## src/rtl/button_event_queue.sv

```systemverilog
// Four-button synchroniser/debouncer feeding a small colour-event FIFO read at address 7.
// Define BTN_TIMESTAMP_EN to store a prescaled free-running timestamp with each event.
module button_event_queue #(
   parameter int DEBOUNCE_CYCLES = 1000000,
   parameter int FIFO_DEPTH      = 4,
   parameter int TS_SHIFT        = 16
) (
   input  logic                          clock,
   input  logic                          reset,
   input  logic                          red_button,
   input  logic                          blue_button,
   input  logic                          green_button,
   input  logic                          yellow_button,
   input  logic                          rd_en,
   output logic [31:0]                   rd_data,
   output logic [3:0]                    btn_level,
   output logic [$clog2(FIFO_DEPTH):0]   ev_count
);

   localparam int CNT_W  = (DEBOUNCE_CYCLES > 1) ? $clog2(DEBOUNCE_CYCLES) : 1;
   localparam int PTR_W  = (FIFO_DEPTH > 1) ? $clog2(FIFO_DEPTH) : 1;
   localparam int OCC_W  = PTR_W + 1;
   localparam logic [CNT_W-1:0] CNT_LAST = CNT_W'(DEBOUNCE_CYCLES - 1);
   localparam logic [OCC_W-1:0] OCC_FULL = OCC_W'(FIFO_DEPTH);

   logic [3:0]       raw_buttons;
   logic [3:0]       level_d_reg;
   logic [3:0]       pending_reg;
   logic [3:0]       pending_next;
   logic [3:0]       rise;
   logic [3:0]       push_onehot;
   logic [1:0]       push_sel;
   logic             push_req;
   logic             push_ok;
   logic             pop;
   logic             drop;
   logic             full;
   logic [PTR_W-1:0] wr_ptr_reg;
   logic [PTR_W-1:0] rd_ptr_reg;
   logic [OCC_W-1:0] count_reg;
   logic [OCC_W-1:0] count_next;
   logic             ovf_reg;
   logic             ovf_next;
   logic [1:0]       color_mem [FIFO_DEPTH];
   logic [1:0]       head_color;
   logic [15:0]      head_ts;

   assign raw_buttons = {yellow_button, green_button, blue_button, red_button};

   // Per-button two-flop synchroniser and level debouncer
   generate
      for (genvar gi = 0; gi < 4; gi++) begin : g_btn
         logic [1:0]       sync_reg;
         logic             lvl_reg;
         logic [CNT_W-1:0] cnt_reg;

         always_ff @(posedge clock or posedge reset) begin
            if (reset) begin
               sync_reg <= 2'b00;
               lvl_reg  <= 1'b0;
               cnt_reg  <= '0;
            end else begin
               sync_reg <= {sync_reg[0], raw_buttons[gi]};
               if (sync_reg[1] == lvl_reg) begin
                  cnt_reg <= '0;
               end else if (cnt_reg == CNT_LAST) begin
                  lvl_reg <= ~lvl_reg;
                  cnt_reg <= '0;
               end else begin
                  cnt_reg <= cnt_reg + 1'b1;
               end
            end
         end

         assign btn_level[gi] = lvl_reg;
      end
   endgenerate

   assign rise = btn_level & ~level_d_reg;

   // Lowest pending index wins: red > blue > green > yellow
   always_comb begin
      push_sel = 2'd0;
      for (int i = 3; i >= 0; i--) begin
         if (pending_reg[i]) push_sel = 2'(i);
      end
   end

   assign push_req     = |pending_reg;
   assign push_onehot  = push_req ? (4'b0001 << push_sel) : 4'b0000;
   assign pending_next = (pending_reg & ~push_onehot) | rise;

   // A pop on a full queue frees the slot the simultaneous push needs
   assign full    = (count_reg == OCC_FULL);
   assign pop     = rd_en && (count_reg != '0);
   assign push_ok = push_req && (!full || rd_en);
   assign drop    = push_req && full && !rd_en;

   always_comb begin
      count_next = count_reg;
      if (push_ok && !pop)      count_next = count_reg + 1'b1;
      else if (!push_ok && pop) count_next = count_reg - 1'b1;
   end

   assign ovf_next = drop ? 1'b1 : (rd_en ? 1'b0 : ovf_reg);

   always_ff @(posedge clock or posedge reset) begin
      if (reset) begin
         level_d_reg <= 4'b0;
         pending_reg <= 4'b0;
         wr_ptr_reg  <= '0;
         rd_ptr_reg  <= '0;
         count_reg   <= '0;
         ovf_reg     <= 1'b0;
      end else begin
         level_d_reg <= btn_level;
         pending_reg <= pending_next;
         count_reg   <= count_next;
         ovf_reg     <= ovf_next;
         if (push_ok) wr_ptr_reg <= wr_ptr_reg + 1'b1;
         if (pop)     rd_ptr_reg <= rd_ptr_reg + 1'b1;
      end
   end

   always_ff @(posedge clock) begin
      if (push_ok) color_mem[wr_ptr_reg] <= push_sel;
   end

   assign head_color = (count_reg != '0) ? color_mem[rd_ptr_reg] : 2'b00;

`ifdef BTN_TIMESTAMP_EN
   logic [TS_SHIFT+15:0] free_cnt_reg;
   logic [15:0]          ts_mem [FIFO_DEPTH];

   always_ff @(posedge clock or posedge reset) begin
      if (reset) free_cnt_reg <= '0;
      else       free_cnt_reg <= free_cnt_reg + 1'b1;
   end

   always_ff @(posedge clock) begin
      if (push_ok) ts_mem[wr_ptr_reg] <= free_cnt_reg[TS_SHIFT+15:TS_SHIFT];
   end

   assign head_ts = (count_reg != '0) ? ts_mem[rd_ptr_reg] : 16'h0;
`else
   assign head_ts = 16'h0;
`endif

   assign rd_data  = {head_ts, 12'b0, ovf_reg, head_color, (count_reg != '0)};
   assign ev_count = count_reg;

endmodule

```

## config.mk

```make
export PLATFORM = sky130hd
export DESIGN_NAME = button_event_queue
export DESIGN_NICKNAME = d
export VERILOG_FILES = /design/src/rtl/button_event_queue.sv
export SDC_FILE = /design/constraint.sdc
export NUM_CORES = 1
export LEC_CHECK = 0
export ABC_AREA = 1
export CAP_MARGIN = 20
export CORE_MARGIN = 2
export CORE_UTILIZATION = 49
export DETAILED_ROUTE_END_ITERATION = 8
export PLACE_DENSITY = 0.69
export REMOVE_ABC_BUFFERS = 1
export SYNTH_ARGS = -nofsm -noshare
export SYNTH_HDL_FRONTEND = slang
export SYNTH_SLANG_ARGS = --single-unit
export TNS_END_PERCENT = 20
```

## constraint.sdc

```tcl
create_clock -name clock -period 11.23 [get_ports clock]
set_input_delay 2.246 -clock clock [delete_from_list [all_inputs] [get_ports clock]]
set_output_delay 2.246 -clock clock [all_outputs]
set_load 0.05 [all_outputs]
```

== Word level (Yosys, flattened, before mapping) ==
Memory sizes are Yosys's and may differ from the RTL's.
Index checks and enable logic that the tools add are counted.
Operators by class
  add/subtract/negate cells: 8
  equal/unequal tests: 9
  shifts and indexed selects: 1
  mux-type cells: 20
  bitwise gates (word level): 13
  reductions and logical operators: 19
Operators with widths (number)
  $mux 20: 8
  $add 20x1->20 const B: 4
  $eq 20x20->1 const B: 4
  $mux 2: 5
  $and 4x4->4: 2
  $not 1->1: 8
  $not 4->4: 2
  $reduce_and 2->1: 4
  $logic_and 1x1->1: 6
  $mux 3: 2
  $add 2x1->2 const B: 2
  $eq 1x1->1: 4
  $logic_not 1->1: 4
  $mux 1: 4
  $mux 4: 1
  $or 4x4->4: 1
  $reduce_bool 2->1: 2
  $reduce_or 4->1: 1
  $shl 1x2->4 const A: 1
  $add 3x1->3 const B: 1
  $eq 3x3->1 const B: 1
  $reduce_bool 3->1: 1
  $sub 3x1->3 const B: 1
  $logic_or 1x1->1: 1
Storage, ports and cells
  flip-flop bits (word level): 108
  bits in writable memories: 8
  bits of input ports: 7
  output and inout port bits: 39
  logic and storage cells: 89
  memories: 1
Memories
  color_mem: words 4, width 2, read ports 1, clocked after memory_dff 0, wr ports 1, line 44  | logic [1:0] color_mem [FIFO_DEPTH];

== Longest topological paths before layout ==
  depth after elaboration: 9
  mapped depth: 11

== Least setup slack after synthesis ==
Ideal clock, no wire load.
  kind: reg-to-output
  start point: register count_reg[0], in the netlist ev_count[0]
  end point: output port rd_data[1]
  data arrival time: 2.123 ns
  required time: 8.984 ns
  path slack: 6.861 ns
  stages on the path, launching flop included: 5
  buffers on the path: 0
  cell sequence: dfrtp_1 nor2_1 nand2_1 inv_1 a21oi_1
Between the ends
  longest elaborated chain between the ends: 2
Ends and longest elaborated chain
  from (decl): line 40  | logic [OCC_W-1:0] count_reg;
  from (signal assigned): line 118  | count_reg <= count_next;
  $reduce_bool 3->1
  named net rd_data[0]: line 15  | output logic [31:0] rd_data,
  $mux 2: line 129  | assign head_color = (count_reg != '0) ? color_mem[rd_ptr_reg] : 2'b00;
  to (decl): line 15
The timed path passes the listed nets, and every way through them passes these cells.

== Final worst setup path ==
  start point: register rd_ptr_reg[0]
  end point: output port rd_data[1]
Between the ends
  longest elaborated chain between the ends: 2
Ends and longest elaborated chain
  from (decl): line 39  | logic [PTR_W-1:0] rd_ptr_reg;
  from (signal assigned): line 121  | if (pop) rd_ptr_reg <= rd_ptr_reg + 1'b1;
  $mem_v2 4x2
  $mux 2: line 129
No other way between the ends.

==> flow_metrics.env <==
export IMPL_status="finished clean"
export IMPL_clk_pin_slew_ns=0.05
export IMPL_drive_gt1_share_pct=9.59
export IMPL_cts_tree="done"
export IMPL_drc=0
export IMPL_crit_path_end_kind="output pin"
export IMPL_finalNetCount=807
export IMPL_postCtsSetupBuffers=0
export IMPL_final_cells=975
export IMPL_core_area_sq_um=12500
export IMPL_finalSetupViolCount=0
export IMPL_antenna_found_initial=0
export IMPL_grt_max_degree=63
export IMPL_tns_ns=0
export IMPL_avgSynthCellArea_sq_um=8.14
export IMPL_port_buffers=17
export IMPL_mostFrequentLayoutCells="nor2_1 (187), nand2_1 (124), dfrtp_1 (108)"
export IMPL_grt_overflow_total=0
export IMPL_place_gp_congestion=0.906
export IMPL_startpoint_type="flop"
export IMPL_area_delta_synth_final_pct=13.8
export IMPL_yosysSeqAreaShare_pct=47.5
export IMPL_ys_ff_latch=116
export IMPL_post_route_period_util_pct=38.6
export IMPL_finalCriticalPeriod_ns=4.33
export IMPL_first_pass_iters=5
export IMPL_start_util_pct=49.7
export IMPL_vias_per_cell=4.86
export IMPL_rows=41
export IMPL_routed_wl_um=11900
export IMPL_wire_per_inst_um=12.2
export IMPL_ant_nets=0
export IMPL_clk_latency_ns=0.41
export IMPL_slew_headroom_pct=49.3
export IMPL_max_freq_ghz=0.231
export IMPL_grt_use_total_pct=19.4
export IMPL_hold_path_class="flop to flop"
export IMPL_crit_fanout=6
export IMPL_final_common_cell="nor2_1"
export IMPL_syn_inst=761
export IMPL_peakVddDrop_mv=0.115
export IMPL_first_global_vias=4562
export IMPL_pin_count=46
export IMPL_postCtsHoldBufs=0
export IMPL_hold_viol=0
export IMPL_cap_violations=0
export IMPL_largest_reg_flops=80
export IMPL_critPathTopFamily="buffers and inverters"
export IMPL_yosys_warnings=0
export IMPL_cts_buffer_depth=2
export IMPL_worst_pin_slew_ns=0.760
export IMPL_dr_first_iter_drc_count=238
export IMPL_worst_ep_arrival_time_ns=2.09
export IMPL_cp_required_ns=8.98
export IMPL_cts_root_buffer="clkbuf_16"
export IMPL_htreeDepth=4
export IMPL_nFillCells=1110
export IMPL_slew_viol_final=0
export IMPL_cp_cell_sequence="nor2_1 > nor2_1 > o21ai_0 > a21oi_1 > clkdlybuf4s50_1"
export IMPL_rsz0062_at_grt="false"
export IMPL_path_common_cell="nor2_1"
export IMPL_p_leak_nw=3.09
export IMPL_dieWidth_um=116
export IMPL_critPathMaxStageDelay_ns=0.82
export IMPL_antennaDiodeCount=0
export IMPL_placed_cells=943
export IMPL_fin_skew_ns=0.00729
export IMPL_power_density_nw_per_um2=165
export IMPL_cp_slowest_cell="clkdlybuf4s50_1"
export IMPL_synth_cell_area_sq_um=6190
export IMPL_grt_pass1_wl_um=20500
export IMPL_path_buf_inv=1
export IMPL_vias=4735
export IMPL_die_h_um=116
export IMPL_cts_sinks=116
export IMPL_die_area_sq_um=13600
export IMPL_cts_buffers=17
export IMPL_cts_resized=0
export IMPL_critical_path_class="flop to output pin"
export IMPL_synth_cell_types=38
export IMPL_dp_hpwl_um=8640
export IMPL_power_mw=1.16
cell type report:
cell class | instances | area [sq um] | area share, %
flip-flops and latches | 116 | 2940 | 41.7
multi-input cells | 556 | 2790 | 39.6
clock buffers | 18 | 429 | 6.09
inverters | 81 | 307 | 4.35
well taps | 172 | 215 | 3.05
clock inverters | 14 | 186 | 2.64
repair buffers | 18 | 178 | 2.52
routing by layer:
layer / wire length (um) / GRT usage, % / up-vias
met3: 377 / 4.57 / 15
li1: - / - / 2399
met4: 169 / 8.89 / 0
met5: 0 / 0 / -
met2: 5790 / 31.5 / 77
met1: 5540 / 24.7 / 2244
cell usage after synthesis (all sizes together):
| cell | number | share of area (%) |
|---|---|---|
| o21ai | 20 | 1.6 |
| nor4 | 1 | 0.10 |
| a21oi | 16 | 1.4 |
| nor3 | 10 | 0.97 |
| or2 | 2 | 0.20 |
| xor2 | 30 | 4.5 |
| xnor2 | 15 | 2.2 |
| and2 | 2 | 0.20 |
| o21bai | 2 | 0.24 |
| buf | 35 | 4.2 |
| inv | 81 | 4.9 |
| dfrtp | 108 | 44 |
| ha | 9 | 1.8 |
| o22ai | 1 | 0.10 |
| conb | 1 | 0.061 |
| nand2 | 134 | 8.5 |
| edfxtp | 8 | 3.9 |
| nor2 | 204 | 14 |
| mux2 | 1 | 0.18 |
| nand3 | 64 | 5.6 |
| nor3b | 3 | 0.44 |
| nand3b | 5 | 0.61 |
| nand4 | 8 | 0.81 |
| fa | 1 | 0.32 |
power by group:
group | internal (mW) | switching (mW)
sequential | 0.437 | 0.0151
clock | 0.369 | 0.188
combinational | 0.0453 | 0.109
cells by family (layout without fill, tap and decap cells):
group           Yosys count  after routing  synth area share [%]
compound gates           39             39                  3.31
xor+xnor                 45             45                  6.73
fa+ha+maj                10             10                  2.14
buf+inv                 116            131                  9.07
flops                   116            116                  47.5
mux                       1              1                 0.182
other cells               1             28                0.0605
simple gates            433            433                  31.0
final timing paths:
| kind | end | slack, ns | startpoint | cells past startpoint |
|---|---|---|---|---|
| min | g_btn[3].sync_reg[1] | 0.35 | g_btn[3].sync_reg[0] | 0 |
| min in group asynchronous | g_btn[1].lvl_reg | 2.32 | reset | 2 |
| min reg2reg | g_btn[3].sync_reg[1] | 0.35 | g_btn[3].sync_reg[0] | 0 |
| max reg2reg | ev_count[1] | 9.11 | pending_reg[0] | 8 |
| max in group asynchronous | g_btn[3].cnt_reg[6] | 7.80 | reset | 3 |
| max | rd_data[1] | 6.90 | rd_ptr_reg[0] | 5 |
per-stage QoR:
stage	cell area (sq um)	setup slack, ns	utilization [%]	hold WS, ns
final	7050	6.90	56.5	0.347
after global routing	7050	6.77	56.5	0.353
after CTS	7050	6.86	56.5	0.349
after detailed placement	6430	6.92	51.6	0.337
after global placement	6430	6.97	51.6	0.335
after floorplan	6040	6.14	-	0.331
Power figures use the tool's default switching activity.
